$ cat src/rtl/ide_pio_ctrl.sv
// IDE PIO cycle engine for the Zorro-II IDE slot.
// Shares the autoconfig window with the boot ROM (ROM on reads until the first
// write), runs timed setup/active/recovery PIO cycles with IORDY extension and
// timeout, and terminates CPU cycles with DTACK_n. Supports one or two channels.
`timescale 1ns/1ps
module ide_pio_ctrl #(
  parameter int NUM_CH      = 2,
  parameter int SETUP_CYC   = 1,
  parameter int ACTIVE_CYC  = 3,
  parameter int RECOVER_CYC = 2,
  parameter int ROM_WAIT    = 2,
  parameter int IORDY_TMO   = 16
) (
  input  logic                  CLKCPU,
  input  logic                  RESET_n,
  input  logic [7:0]            A_HIGH,
  input  logic                  A12,
  input  logic                  A13,
  input  logic                  A14,
  input  logic                  RW_n,
  input  logic                  AS_CPU_n,
  input  logic [7:0]            BASE_IDE,
  input  logic                  IDE_CONFIGURED_n,
  input  logic                  IDE_IORDY,
  output logic                  ROM_OE_n,
  output logic                  IDE_IOR_n,
  output logic                  IDE_IOW_n,
  output logic [2*NUM_CH-1:0]   IDE_CS_n,
  output logic                  IDE_ACCESS,
  output logic                  DTACK_n,
  output logic                  IORDY_TIMEOUT
);

  localparam int M1   = (SETUP_CYC > ACTIVE_CYC) ? SETUP_CYC : ACTIVE_CYC;
  localparam int M2   = (M1 > RECOVER_CYC) ? M1 : RECOVER_CYC;
  localparam int M3   = (M2 > ROM_WAIT) ? M2 : ROM_WAIT;
  localparam int MAXP = (M3 > IORDY_TMO) ? M3 : IORDY_TMO;
  localparam int CW   = $clog2(MAXP) + 1;
  localparam int CSW  = 2 * NUM_CH;
  localparam logic [CW-1:0] ONE = CW'(1);

  typedef enum logic [2:0] {
    IDLE, ROM, ROMACK, SETUP, STROBE, ACK, RECOVER
  } state_t;

  state_t          state_q, state_d;
  logic [CW-1:0]   cnt_q, cnt_d;
  logic [CW-1:0]   ext_q, ext_d;
  logic            ide_en_q, ide_en_d;
  logic            rw_q, rw_d;
  logic            rom_oe_n_q, rom_oe_n_d;
  logic            ior_n_q, ior_n_d;
  logic            iow_n_q, iow_n_d;
  logic [CSW-1:0]  cs_n_q, cs_n_d;
  logic            access_q, access_d;
  logic            dtack_n_q, dtack_n_d;
  logic            tmo_q, tmo_d;

  logic hit;
  logic sel_ch;

  assign hit    = !IDE_CONFIGURED_n && (A_HIGH == BASE_IDE) && !AS_CPU_n;
  assign sel_ch = (NUM_CH > 1) ? A14 : 1'b0;

  // Chip selects for the addressed channel; every other channel stays deselected.
  function automatic logic [CSW-1:0] cs_pattern(input logic ch, input logic a12,
                                                input logic a13);
    logic [CSW-1:0] v;
    v = '1;
    for (int c = 0; c < NUM_CH; c++) begin
      if (c[0] == ch) begin
        v[2*c]   = ~a12;
        v[2*c+1] = ~a13;
      end
    end
    return v;
  endfunction

  // Next-state and next-output logic; every output is registered from here.
  always_comb begin
    state_d    = state_q;
    cnt_d      = cnt_q;
    ext_d      = ext_q;
    ide_en_d   = ide_en_q;
    rw_d       = rw_q;
    rom_oe_n_d = rom_oe_n_q;
    ior_n_d    = ior_n_q;
    iow_n_d    = iow_n_q;
    cs_n_d     = cs_n_q;
    access_d   = access_q;
    dtack_n_d  = dtack_n_q;
    tmo_d      = 1'b0;
    case (state_q)
      IDLE: begin
        if (hit) begin
          rw_d  = RW_n;
          cnt_d = ONE;
          if (RW_n && !ide_en_q) begin
            state_d    = ROM;
            rom_oe_n_d = 1'b0;
          end else begin
            state_d  = SETUP;
            cs_n_d   = cs_pattern(sel_ch, A12, A13);
            access_d = 1'b1;
            if (!RW_n) ide_en_d = 1'b1;
          end
        end
      end
      ROM: begin
        if (AS_CPU_n) begin
          state_d    = IDLE;
          rom_oe_n_d = 1'b1;
        end else if (cnt_q == CW'(ROM_WAIT)) begin
          state_d   = ROMACK;
          dtack_n_d = 1'b0;
        end else begin
          cnt_d = cnt_q + ONE;
        end
      end
      ROMACK: begin
        if (AS_CPU_n) begin
          state_d    = IDLE;
          rom_oe_n_d = 1'b1;
          dtack_n_d  = 1'b1;
        end
      end
      SETUP: begin
        if (AS_CPU_n) begin
          state_d  = RECOVER;
          cs_n_d   = '1;
          access_d = 1'b0;
          cnt_d    = ONE;
        end else if (cnt_q == CW'(SETUP_CYC)) begin
          state_d = STROBE;
          cnt_d   = ONE;
          ext_d   = '0;
          if (rw_q) ior_n_d = 1'b0;
          else      iow_n_d = 1'b0;
        end else begin
          cnt_d = cnt_q + ONE;
        end
      end
      STROBE: begin
        if (AS_CPU_n) begin
          state_d  = RECOVER;
          ior_n_d  = 1'b1;
          iow_n_d  = 1'b1;
          cs_n_d   = '1;
          access_d = 1'b0;
          cnt_d    = ONE;
        end else if (cnt_q != CW'(ACTIVE_CYC)) begin
          cnt_d = cnt_q + ONE;
        end else if (IDE_IORDY || (ext_q == CW'(IORDY_TMO))) begin
          // IORDY only matters once the minimum active time has elapsed.
          state_d   = ACK;
          ior_n_d   = 1'b1;
          iow_n_d   = 1'b1;
          dtack_n_d = 1'b0;
          tmo_d     = !IDE_IORDY;
        end else begin
          ext_d = ext_q + ONE;
        end
      end
      ACK: begin
        if (AS_CPU_n) begin
          state_d   = RECOVER;
          cs_n_d    = '1;
          access_d  = 1'b0;
          dtack_n_d = 1'b1;
          cnt_d     = ONE;
        end
      end
      RECOVER: begin
        if (cnt_q == CW'(RECOVER_CYC)) state_d = IDLE;
        else                           cnt_d   = cnt_q + ONE;
      end
      default: state_d = IDLE;
    endcase
  end

  // State and output registers; reset returns everything to idle immediately.
  always_ff @(posedge CLKCPU or negedge RESET_n) begin
    if (!RESET_n) begin
      state_q    <= IDLE;
      cnt_q      <= '0;
      ext_q      <= '0;
      ide_en_q   <= 1'b0;
      rw_q       <= 1'b1;
      rom_oe_n_q <= 1'b1;
      ior_n_q    <= 1'b1;
      iow_n_q    <= 1'b1;
      cs_n_q     <= '1;
      access_q   <= 1'b0;
      dtack_n_q  <= 1'b1;
      tmo_q      <= 1'b0;
    end else begin
      state_q    <= state_d;
      cnt_q      <= cnt_d;
      ext_q      <= ext_d;
      ide_en_q   <= ide_en_d;
      rw_q       <= rw_d;
      rom_oe_n_q <= rom_oe_n_d;
      ior_n_q    <= ior_n_d;
      iow_n_q    <= iow_n_d;
      cs_n_q     <= cs_n_d;
      access_q   <= access_d;
      dtack_n_q  <= dtack_n_d;
      tmo_q      <= tmo_d;
    end
  end

  assign ROM_OE_n      = rom_oe_n_q;
  assign IDE_IOR_n     = ior_n_q;
  assign IDE_IOW_n     = iow_n_q;
  assign IDE_CS_n      = cs_n_q;
  assign IDE_ACCESS    = access_q;
  assign DTACK_n       = dtack_n_q;
  assign IORDY_TIMEOUT = tmo_q;

endmodule

$ cat config.mk
export PLATFORM = sky130hd
export DESIGN_NAME = ide_pio_ctrl
export DESIGN_NICKNAME = d
export VERILOG_FILES = /design/src/rtl/ide_pio_ctrl.sv
export SDC_FILE = /design/constraint.sdc
export NUM_CORES = 1
export LEC_CHECK = 0
export ABC_AREA = 1
export BUFFER_PORTS_ARGS = -buffer_cell sky130_fd_sc_hd__buf_2
export CORE_UTILIZATION = 40
export CTS_BUF_LIST = sky130_fd_sc_hd__clkbuf_8 sky130_fd_sc_hd__clkbuf_16
export DETAILED_ROUTE_END_ITERATION = 10
export GPL_ROUTABILITY_DRIVEN = 0
export PLACE_DENSITY = 0.67
export SLEW_MARGIN = 20
export SYNTH_ARGS = -nofsm -noshare
export SYNTH_HDL_FRONTEND = slang
export SYNTH_SLANG_ARGS = --single-unit
$ cat constraint.sdc
create_clock -name CLKCPU -period 4.1 [get_ports CLKCPU]
set_clock_uncertainty 0.15 [all_clocks]
set_input_delay 0.615 -clock CLKCPU [delete_from_list [all_inputs] [get_ports CLKCPU]]
set_output_delay 0.615 -clock CLKCPU [all_outputs]
set_load 0.02 [all_outputs]
==> impl_metrics.ini <==
[sta]
clock.fmax_mhz = 490
fin_crit_sh = 0.498
timing.slew.headroom = 0.622
fin_ws_ns = 2.06
fin_setup_tns_ns = 0
min_period_ns = 2.04
setup_viol = 0
finalMaxSlewViolations = 0
tightest_slew_ns = 0.567
rsz0062_at_grt = no
hold_viol_final = 0

[logic_synthesis]
ys_ff_latch = 25
ys_seq_area_frac = 0.343
synth_area_sq_um = 1860
synth.avg_cell_area_sq_um = 7.12
synth_nets = 291
ys_warn_count = 0
ys_types = 37
syn_inst = 261

[detailed_routing]
viasPerCell = 4.97
dr.pass1.iters = 4
routed_wl_um = 3900
ant_nets = 0
wl_per_cell_um = 11.3
drc = 0
drt_iter0_drc = 80
num_vias = 1723

[placement]
pre_cts_ws_ns = 1.77
hpwl_um = 3050
port-buffer-count = 34

[floorplanning]
core_sq_um = 4410
fp.dieW_um = 70.2
initial_core_util = 0.421
ios = 35
die_h_um = 70.2
rows = 24
dieArea_sq_um = 4920

[clock_network]
h-tree-depth = 1
clkTransAtPathRegs_ns = 0.09
cts_tree = yes
clock_path_buffers = 2
clockRootBuffer = clkbuf_8
clkSinkCount = 25
holdBufCountCts = 0
clock_latency_ns = 0.27
ctsResizeCount = 0
cts_inserted_buffers = 3
cts_setup_buffers = 0

[power_and_ir_drop]
power_density_nw_per_um2 = 604
p_leak_nw = 1.11
vdd_drop_max_v = 0.000263
p_total_mw = 1.28

[critical_path]
critPathTopFamily = simple AND/OR/NAND/NOR gates
slowest_stage = o21bai_2
start_kind = input port
cp-end-kind = flop
cp.arrival_ns = 2.05
worst-path-buf-inv = 1
critPathMaxFanout = 13
criticalPathCategory = in -> reg
critPathMaxStageDelay_ns = 0.45
cp.required_ns = 4.11
crit_chain = buf_2 -> nor2_1 -> nand2_1 -> nor2_1 -> nand3_1 -> o21bai_2 -> nand2_2 -> nand2_1 -> o21ai_1

[global_route]
antenna_found_initial = 0
overflow = 0
grt_pass1_vias = 1648
grtUsageTotal = 0.171
grt_max_degree = 26
grt_pass1_wl_um = 6900

[layout]
drive_above_1_share = 0.261
filler_cell_count = 449
antenna_cells = 0
area_growth_pct = 13.9
final_net_count = 326

[min_path]
hold_path_class = in -> async

[outcome]
status = finished clean

[flow_run]
maxCapViolations = 0
-- worst reg2reg max path, cell delays in order, from the launching register on --
cell and delay, ns:
dfrtp_1 0.64, nor2_1 0.13, nand2_1 0.22, nand2_2 0.12, nand2_2 0.13, nand3_4 0.10, nor2_8 0.14, inv_2 0.06
nand2_1 0.05, nand2_1 0.05
-- sequential cells by signal, indices dropped and copies added, names as in the netlist --
name / count
IDE_CS_n: 4
cnt_q: 5
DTACK_n: 1
ide_en_q: 1
IORDY_TIMEOUT: 1
ext_q: 5
IDE_ACCESS: 1
IDE_IOW_n: 1
rw_q: 1
state_q: 3
ROM_OE_n: 1
IDE_IOR_n: 1
-- placed cells by master (no fill, tap or decap), drive strengths merged, types with 2 or more instances in the layout --
master  instances
inv            32
clkbuf          3
dfrtp          16
a21oi           3
xnor2           5
nand4           5
nor3            5
dfstp           9
nor2           23
o21ai          12
o21bai          2
xor2            2
nand2          92
nand3          38
buf            34
ha              5
-- path summary, 6_finish.rpt --
check                                             from                 endpoint  cells past startpoint  slack [ns]
worst max-delay path                          AS_CPU_n   IDE_ACCESS$_DFFE_PN0P_                      9        2.06
worst min-delay path                           RESET_n     cnt_q[4]$_DFFE_PN0P_                      1        0.18
worst max register to register  state_q[0]$_DFFE_PN0P_     ext_q[4]$_DFFE_PN0P_                      9        2.22
worst min register to register   IDE_IOW_n$_DFFE_PN1P_    IDE_IOW_n$_DFFE_PN1P_                      2        0.31
max in group asynchronous                      RESET_n  IDE_CS_n[1]$_DFFE_PN1P_                      1        3.24
min in group CLKCPU              IDE_IOW_n$_DFFE_PN1P_    IDE_IOW_n$_DFFE_PN1P_                      2        0.31
-- report_power, final --
part | total, mW | internal, mW | switching (mW)
Combinational | 0.705 | 0.242 | 0.463
Clock | 0.145 | 0.0670 | 0.0781
Sequential | 0.428 | 0.346 | 0.0821
-- stage by stage --
step	instance area [sq um]	instances	hold slack, ns	util
floorplan	1860	261	0.169	-
global placement	2070	343	0.297	0.469
detailed placement	2070	343	0.305	0.469
CTS	2120	347	0.197	0.479
global route	2120	347	0.208	0.479
finish	2120	347	0.177	0.479
-- kinds of logic (layout without fill, tap and decap cells) --
kind of cell / count (synthesis) / in the layout / share of synthesized area
AOI/OAI and AO/OA: 23 / 23 / 0.0828
xor gates and xnor gates: 7 / 7 / 0.0330
and+or+nand+nor: 165 / 165 / 0.431
buffers and inverters: 36 / 70 / 0.0768
DFF: 25 / 25 / 0.343
adders and majority gates: 5 / 5 / 0.0337
-- synthesized netlist by cell type (all sizes together) --
library cell  instances  share of area
o211a                 1         0.0054
o21bai                2          0.010
buf                   4          0.012
nor2                 23          0.071
a31oi                 1         0.0034
nand2                92           0.20
dfstp                 9           0.13
nand3                38           0.12
o211ai                1         0.0040
a21oi                 3          0.010
o21ai                12          0.034
xor2                  2         0.0094
nor3                  5          0.013
ha                    5          0.034
o22ai                 1         0.0067
xnor2                 5          0.024
clkinv                1         0.0020
inv                  31          0.063
nor4                  1         0.0034
o21a                  1         0.0040
o221ai                1         0.0047
dfrtp                16           0.22
and3                  1         0.0034
nand4                 5          0.017
-- final cells by class --
class	instances	area, sq um	share of cell area
inverter	32	120	0.0568
timing repair buffer	34	170	0.0804
clock buffer	3	41.3	0.0195
tap	52	65.1	0.0308
clock inverter	1	3.75	0.00177
multi-input combinational	200	1080	0.510
sequential	25	637	0.301
-- per-layer routing --
metal	wire [um]	global-route usage	up-vias
met3	128	0.0317	2
met2	1800	0.291	29
met4	24	0.0511	0
met1	1950	0.221	779
li1	-	-	913
met5	0	0	-
Power figures use the tool's default switching activity.
